$ cat config.mk
export PLATFORM = sky130hd
export DESIGN_NAME = vertical_state_machine
export DESIGN_NICKNAME = d
export VERILOG_FILES = /design/src/rtl/vertical_state_machine_pkg.sv /design/src/rtl/vertical_state_machine.sv
export SDC_FILE = /design/constraint.sdc
export NUM_CORES = 1
export LEC_CHECK = 0
export CORE_MARGIN = 8
export CORE_UTILIZATION = 35
export DETAILED_ROUTE_END_ITERATION = 7
export SETUP_SLACK_MARGIN = 0.2
export SYNTH_ARGS = -nofsm -noshare
export SYNTH_HDL_FRONTEND = slang
export SYNTH_SLANG_ARGS = --single-unit
$ cat constraint.sdc
create_clock -name clk_i -period 3.9 [get_ports clk_i]
set_input_delay 0.39 -clock clk_i [delete_from_list [all_inputs] [get_ports clk_i]]
set_output_delay 0.39 -clock clk_i [all_outputs]
set_load 0.1 [all_outputs]
$ cat src/rtl/vertical_state_machine_pkg.sv
// Shared VGA 640x480@60 timing definitions: segment lengths for both axes and
// the 2-bit segment state encoding used by the horizontal and vertical stages.
package vertical_state_machine_pkg;

    localparam int unsigned H_ACTIVE_PIXELS = 640;
    localparam int unsigned H_FRONT_PIXELS  = 16;
    localparam int unsigned H_SYNC_PIXELS   = 96;
    localparam int unsigned H_BACK_PIXELS   = 48;

    localparam int unsigned V_ACTIVE_LINES  = 480;
    localparam int unsigned V_FRONT_LINES   = 10;
    localparam int unsigned V_SYNC_LINES    = 2;
    localparam int unsigned V_BACK_LINES    = 33;

    localparam int unsigned LINE_CNT_W  = 10;
    localparam int unsigned FRAME_CNT_W = 8;

    typedef enum logic [1:0] {
        FRONT_PORCH  = 2'd0,
        SYNC_PULSE   = 2'd1,
        BACK_PORCH   = 2'd2,
        ACTIVE_VIDEO = 2'd3
    } seg_state_t;

    // Segments always advance in a fixed ring; no segment is ever skipped.
    function automatic seg_state_t next_segment(input seg_state_t cur);
        seg_state_t nxt;
        case (cur)
            ACTIVE_VIDEO: nxt = FRONT_PORCH;
            FRONT_PORCH:  nxt = SYNC_PULSE;
            SYNC_PULSE:   nxt = BACK_PORCH;
            default:      nxt = ACTIVE_VIDEO;
        endcase
        return nxt;
    endfunction

endpackage

$ cat src/rtl/vertical_state_machine.sv
// Vertical timing generator: counts line_end_i pulses through the active,
// front porch, sync and back porch segments of each frame.
module vertical_state_machine
    import vertical_state_machine_pkg::*;
#(
    parameter int unsigned V_ACTIVE = V_ACTIVE_LINES,
    parameter int unsigned V_FRONT  = V_FRONT_LINES,
    parameter int unsigned V_SYNC   = V_SYNC_LINES,
    parameter int unsigned V_BACK   = V_BACK_LINES
) (
    input  logic                   clk_i,
    input  logic                   rst_i,
    input  logic                   line_end_i,
    output logic                   vertical_active_video_o,
    output logic                   sync_pulse_o,
    output logic                   frame_start_o,
    output logic [LINE_CNT_W-1:0]  line_o,
    output logic [FRAME_CNT_W-1:0] frame_count_o
);

    localparam logic [LINE_CNT_W-1:0] ACTIVE_LAST = LINE_CNT_W'(V_ACTIVE - 1);
    localparam logic [LINE_CNT_W-1:0] FRONT_LAST  = LINE_CNT_W'(V_FRONT - 1);
    localparam logic [LINE_CNT_W-1:0] SYNC_LAST   = LINE_CNT_W'(V_SYNC - 1);
    localparam logic [LINE_CNT_W-1:0] BACK_LAST   = LINE_CNT_W'(V_BACK - 1);

    seg_state_t             state_q, state_d;
    logic [LINE_CNT_W-1:0]  count_q, count_d;
    logic                   frame_start_q, frame_start_d;
    logic [FRAME_CNT_W-1:0] frame_count_q, frame_count_d;
    logic                   seg_last;

    always_comb begin
        seg_last = 1'b0;
        case (state_q)
            ACTIVE_VIDEO: seg_last = (count_q == ACTIVE_LAST);
            FRONT_PORCH:  seg_last = (count_q == FRONT_LAST);
            SYNC_PULSE:   seg_last = (count_q == SYNC_LAST);
            default:      seg_last = (count_q == BACK_LAST);
        endcase
    end

    // The frame-start pulse and frame counter advance on the edge that closes
    // the back porch, so both become visible in the first active cycle.
    always_comb begin
        state_d       = state_q;
        count_d       = count_q;
        frame_start_d = 1'b0;
        if (line_end_i) begin
            if (seg_last) begin
                count_d = '0;
                state_d = next_segment(state_q);
                frame_start_d = (state_q == BACK_PORCH);
            end else begin
                count_d = count_q + LINE_CNT_W'(1);
            end
        end
        frame_count_d = frame_count_q + {{(FRAME_CNT_W-1){1'b0}}, frame_start_d};
    end

    always_comb begin
        vertical_active_video_o = (state_q == ACTIVE_VIDEO);
        sync_pulse_o            = (state_q != SYNC_PULSE);
        line_o                  = (state_q == ACTIVE_VIDEO) ? count_q : '0;
        frame_start_o           = frame_start_q;
        frame_count_o           = frame_count_q;
    end

    always_ff @(posedge clk_i or posedge rst_i) begin
        if (rst_i) begin
            state_q       <= ACTIVE_VIDEO;
            count_q       <= '0;
            frame_start_q <= 1'b0;
            frame_count_q <= '0;
        end else begin
            state_q       <= state_d;
            count_q       <= count_d;
            frame_start_q <= frame_start_d;
            frame_count_q <= frame_count_d;
        end
    end

endmodule

**Word-level counts from Yosys, hierarchy flattened**

Index checks and enable logic that the tools add are counted.

- Register bits after elaboration: 21

- Mux-type cells: 6
- Add/subtract/negate cells: 2
- Reductions and logical operators: 2
- Eq/ne operators: 8

Operator list:

| operator | count |
|---|---|
| two-way mux 10 bit | 2 |
| adder 10 x 1 -> 10 bit (second input constant) | 1 |
| equality test 10 x 1 -> 1 bit (second input constant) | 1 |
| equality test 10 x 4 -> 1 bit (second input constant) | 1 |
| equality test 10 x 6 -> 1 bit (second input constant) | 1 |
| equality test 10 x 9 -> 1 bit (second input constant) | 1 |
| adder 8 x 1 -> 8 bit | 1 |
| case mux 2 bit (3 select lines) | 1 |
| equality test 2 bit (second input constant) | 2 |
| case mux 1 bit (3 select lines) | 1 |
| equality test 2 x 1 -> 1 bit (second input constant) | 1 |
| logical NOT 2 bit | 1 |
| two-way mux 1 bit | 2 |
| inequality test 2 x 1 -> 1 bit (second input constant) | 1 |
| AND reduction 2 bit | 1 |

**Logic depth before layout (Yosys ltp)**

- Depth after elaboration: 5
- Depth in mapped cells: 10
- Depth with buffers taken out: 9

**Worst setup path before layout**

Ideal clock, no wire load.

- Path type: register to register
- Start point: reg state_q[1]
- End point: reg frame_count_q[4] (netlist: frame_count_o[4])
- Arrival: 3.773 ns
- Period minus slack after synthesis: 3.931 ns
- Cell stages (with the launch flop): 11
- Library setup time: 0.158 ns
- Setup slack: -0.031 ns
- Cells stage by stage: dfstp_2 -> ha_1 -> ha_1 -> or4b_4 -> a2111oi_4 -> buf_6 -> and2_1 -> ha_1 -> ha_1 -> nand3_1 -> xnor2_1

- Cells in the longest elaborated chain, start to end: 5

Ends and longest elaborated chain:

| item | line | text |
|---|---|---|
| start: declaration | vertical_state_machine.sv:26 | `seg_state_t state_q, state_d;` |
| start signal: assignment | vertical_state_machine.sv:75 | `state_q <= state_d;` |
| equality test 2 bit | n/a |  |
| named net vertical_active_video_o | vertical_state_machine.sv:14 | `output logic vertical_active_video_o,` |
| case mux 1 bit (3 select lines) | vertical_state_machine.sv:34 | `case (state_q)` |
| two-way mux 1 bit | vertical_state_machine.sv:49 | `if (seg_last) begin` |
| two-way mux 1 bit | vertical_state_machine.sv:48 | `if (line_end_i) begin` |
| named net frame_start_d | vertical_state_machine.sv:28 | `logic frame_start_q, frame_start_d;` |
| adder 8 x 1 -> 8 bit | vertical_state_machine.sv:57 | `frame_count_d = frame_count_q + {{(FRAME_CNT_W-1){1'b0}}, frame_start_d};` |
| named net frame_count_d[4] | vertical_state_machine.sv:29 | `logic [FRAME_CNT_W-1:0] frame_count_q, frame_count_d;` |
| end signal: assignment | vertical_state_machine.sv:78 | `frame_count_q <= frame_count_d;` |
| end: declaration | vertical_state_machine.sv:29 |  |

The timed path passes the listed nets, and every way through them passes these cells.
A chain may end at the register's enable or synchronous reset.

**Worst setup path after layout**

- Start point: reg state_q[1]
- End point: reg frame_count_q[4] (netlist: frame_count_o[4])

- Cells in the longest elaborated chain, start to end: 5

Ends and longest elaborated chain:

| item | line |
|---|---|
| equality test 2 x 1 -> 1 bit (tied with other cells) | vertical_state_machine.sv:34 |
| case mux 1 bit (3 select lines) | vertical_state_machine.sv:34 |
| two-way mux 1 bit (*) | vertical_state_machine.sv:49 |
| two-way mux 1 bit (*) | vertical_state_machine.sv:48 |
| named net frame_start_d | vertical_state_machine.sv:28 |
| adder 8 x 1 -> 8 bit (*) | vertical_state_machine.sv:57 |
| named net frame_count_d[4] | vertical_state_machine.sv:29 |

Mark *: on every way through the listed nets, which the timed path passes. The rest lies on a longest branch.

==> flow_metrics.py <==
metrics = {
    "run_status": {
        "status": "finished clean",
    },
    "timing": {
        "finalHoldViolCount": 0,
        "tightest_slew_ns": 0.974,
        "fin_crit_sh": 0.782,
        "fin_ws_ns": 0.849,
        "setup_violations": 0,
        "tns_ns": 0,
        "fmax_mhz": 328,
        "hold_slack_ns": 0.481,
        "maxSlewViolCount": 0,
        "rsz0062_at_grt": "false",
        "relSlewSlack": 0.349,
        "post-route-min-period_ns": 3.05,
        "fin_skew_ns": 0.00544,
    },
    "clock_network": {
        "cts_setup_buffers": 0,
        "clk_transition_reported_paths_ns": 0.12,
        "cts_sinks": 21,
        "root_buffer": "clkbuf_4",
        "clk_latency_ns": 0.30,
        "cts_tree": "built",
        "cts_hold_buf": 0,
        "cts_resized": 0,
        "numCtsBuffers": 3,
        "cts.path.max_buffers": 2,
        "htree_levels": 1,
    },
    "worst_setup_path": {
        "cpMaxStageDelayCell": "dfstp_2",
        "critPathTopFamily": "adder cells",
        "slowest_delay_ns": 0.59,
        "cp_max_fo": 11,
        "critical_path_class": "reg2reg",
        "cp_num_buf_inv": 0,
        "rrSetupSlack_ns": 0.85,
        "arrival_ns": 3.25,
        "required_ns": 4.10,
        "crit_top_cell": "ha_1",
        "reg2reg_depth": 9,
        "path_depth": 9,
        "end_kind": "flop",
        "crit_chain": "ha_2 > ha_1 > or4_1 > a2111oi_4 > and2_1 > ha_1 > ha_1 > nand3_1 > xnor2_1",
        "crit_path_start_kind": "flop",
    },
    "floorplanning": {
        "initial_core_util": 0.355,
        "dieHeight_um": 73.3,
        "design.core.area_um2": 3230,
        "fp-row-count": 21,
        "die_area_um2": 5370,
        "die_w_um": 73.3,
        "io_pins": 24,
    },
    "synthesis": {
        "synth_area_leaders": "dfrtp_1 41%, ha_1 15%, xnor2_1 5.3%",
        "synth_ff_type": "dfrtp_1",
        "synth_seq_cells": 21,
        "synth_most_common_cell": "dfrtp_1",
        "syn-cell-area_um2": 1150,
        "avgSynthCellArea_um2": 11.4,
        "synth_edf_count": 0,
        "synthArstFlopShare": 1.00,
        "syn_nets": 118,
        "syn_inst": 101,
        "synth.top_cell.area_share": 0.414,
        "synth_top_area_cell": "dfrtp_1",
        "synthTopCellsByCount": "19 x dfrtp_1, 14 x ha_1, 7 x xnor2_1, 6 x nor2_1",
        "yosys_warnings": 0,
        "seq_area_frac_synth": 0.460,
        "yosysUniqueCellTypes": 26,
    },
    "place": {
        "hpwl_mm": 1.76,
        "place_inst": 169,
        "place_area_um2": 1430,
        "pre_cts_slack_ns": 0.884,
        "place.gp.congestion": 0.864,
        "numPortBuffers": 23,
    },
    "hold_path": {
        "hold_class": "reg2reg",
        "min_path_cells": 1,
    },
    "power_and_ir_drop": {
        "combPwrFrac": 0.552,
        "vdd.ir_drop.worst_mv": 0.244,
        "pwr-share-clk": 0.109,
        "switching_share": 0.520,
        "p_leak_nw": 0.657,
        "powerDensity_nw_per_um2": 661,
        "switching_power_w": 0.000501,
        "p_int_w": 0.000461,
        "power_frac_seq": 0.339,
    },
    "route": {
        "wl_met3_um": 149,
        "vias": 840,
        "postRouteAntennaNets": 0,
        "wl_mm": 2.29,
        "wl_per_cell_um": 13.2,
        "drt_first_pass_iters": 4,
        "wl_met1_mm": 1.03,
        "drc_errors": 0,
        "top_layer": "met4",
        "first_iter_violations": 43,
        "wl_met2_mm": 1.08,
        "via_per_inst": 4.86,
    },
    "grt": {
        "gr-total-overflow": 0,
        "grt_pass1_wl_mm": 3.97,
        "grt_max_degree": 22,
        "grt_pass1_vias": 899,
        "track_usage": 0.0933,
        "antenna_found_initial": 0,
    },
    "layout": {
        "drive_gt1_frac": 0.0787,
        "antennaDiodeCount": 0,
        "areaGrowthSynthToFinish_pct": 26.7,
        "fin_area_um2": 1460,
        "num-nets-final": 145,
        "finalNonFillerCells": 173,
    },
    "flow_run": {
        "drv_cap": 0,
    },
}
[sequential cells by signal (all words and copies together) (netlist names)]
signal / cells
frame_start_o: 1
frame_count_o: 8
state_q: 2
count_q: 10
[layer usage]
layer / vias up / GRT usage
met5: - / 0
met4: 0 / 0.0578
met3: 2 / 0.0273
met2: 19 / 0.145
met1: 412 / 0.110
li1: 407 / -
[final timing paths]
path,endpoint,startpoint
min,frame_count_o[7]$_DFF_PP0_,frame_count_o[7]$_DFF_PP0_
min reg2reg,frame_count_o[7]$_DFF_PP0_,frame_count_o[7]$_DFF_PP0_
max reg2reg,frame_count_o[4]$_DFF_PP0_,state_q[1]$_DFFE_PP1P_
min in group asynchronous,frame_start_o$_DFF_PP0_,rst_i
max,frame_count_o[4]$_DFF_PP0_,state_q[1]$_DFFE_PP1P_
max in group asynchronous,frame_count_o[3]$_DFF_PP0_,rst_i
[power by group through the flow]
stage / logic (W) / clock network, W / registers, W
floorplan: 0.000423 / 0 / 0.000332
global placement: 0.000530 / 0 / 0.000331
detailed placement: 0.000535 / 0 / 0.000332
CTS: 0.000537 / 0.000109 / 0.000328
global route: 0.000575 / 0.000117 / 0.000336
finish: 0.000531 / 0.000105 / 0.000326
[area by class of cell]
cell class / count / area (um^2)
Fill cell: 321 / 1780
Multi-Input combinational cell: 74 / 589
Sequential cell: 21 / 528
Timing Repair Buffer: 24 / 238
Tap cell: 46 / 57.6
Clock buffer: 3 / 22.5
Inverter: 4 / 15.0
Clock inverter: 1 / 5.00
[cell families after synthesis]
logic type	synth area share
AND/OR/NAND/NOR	0.179
flip-flops	0.460
buffers and inverters	0.0294
multiplexers	0.0272
XOR/XNOR	0.0915
AO/OA/AOI/OAI	0.0610
adder cells (fa/ha/maj)	0.153
[metrics by stage]
| step | utilization | total power (W) |
|---|---|---|
| 2_1_floorplan | - | 0.000755 |
| 3_3_place_gp | 0.442 | 0.000862 |
| 3_5_place_dp | 0.442 | 0.000867 |
| 4_1_cts | 0.450 | 0.000974 |
| 5_1_grt | 0.450 | 0.00103 |
| 6_report | 0.450 | 0.000962 |
[layout by cell type (no fill, tap or decap), types with 3 or more instances in the layout]
cell / n
and2_1: 5
o21ai_0: 3
or3_1: 3
inv_1: 4
ha_1: 13
clkdlybuf4s50_1: 23
xnor2_1: 7
nand2_1: 5
nand3_1: 5
a21oi_1: 4
dfrtp_1: 19
nor2_1: 6
nand4_1: 4
xor2_1: 5
clkbuf_4: 3
Note: power is estimated with default switching activity, not from simulation.
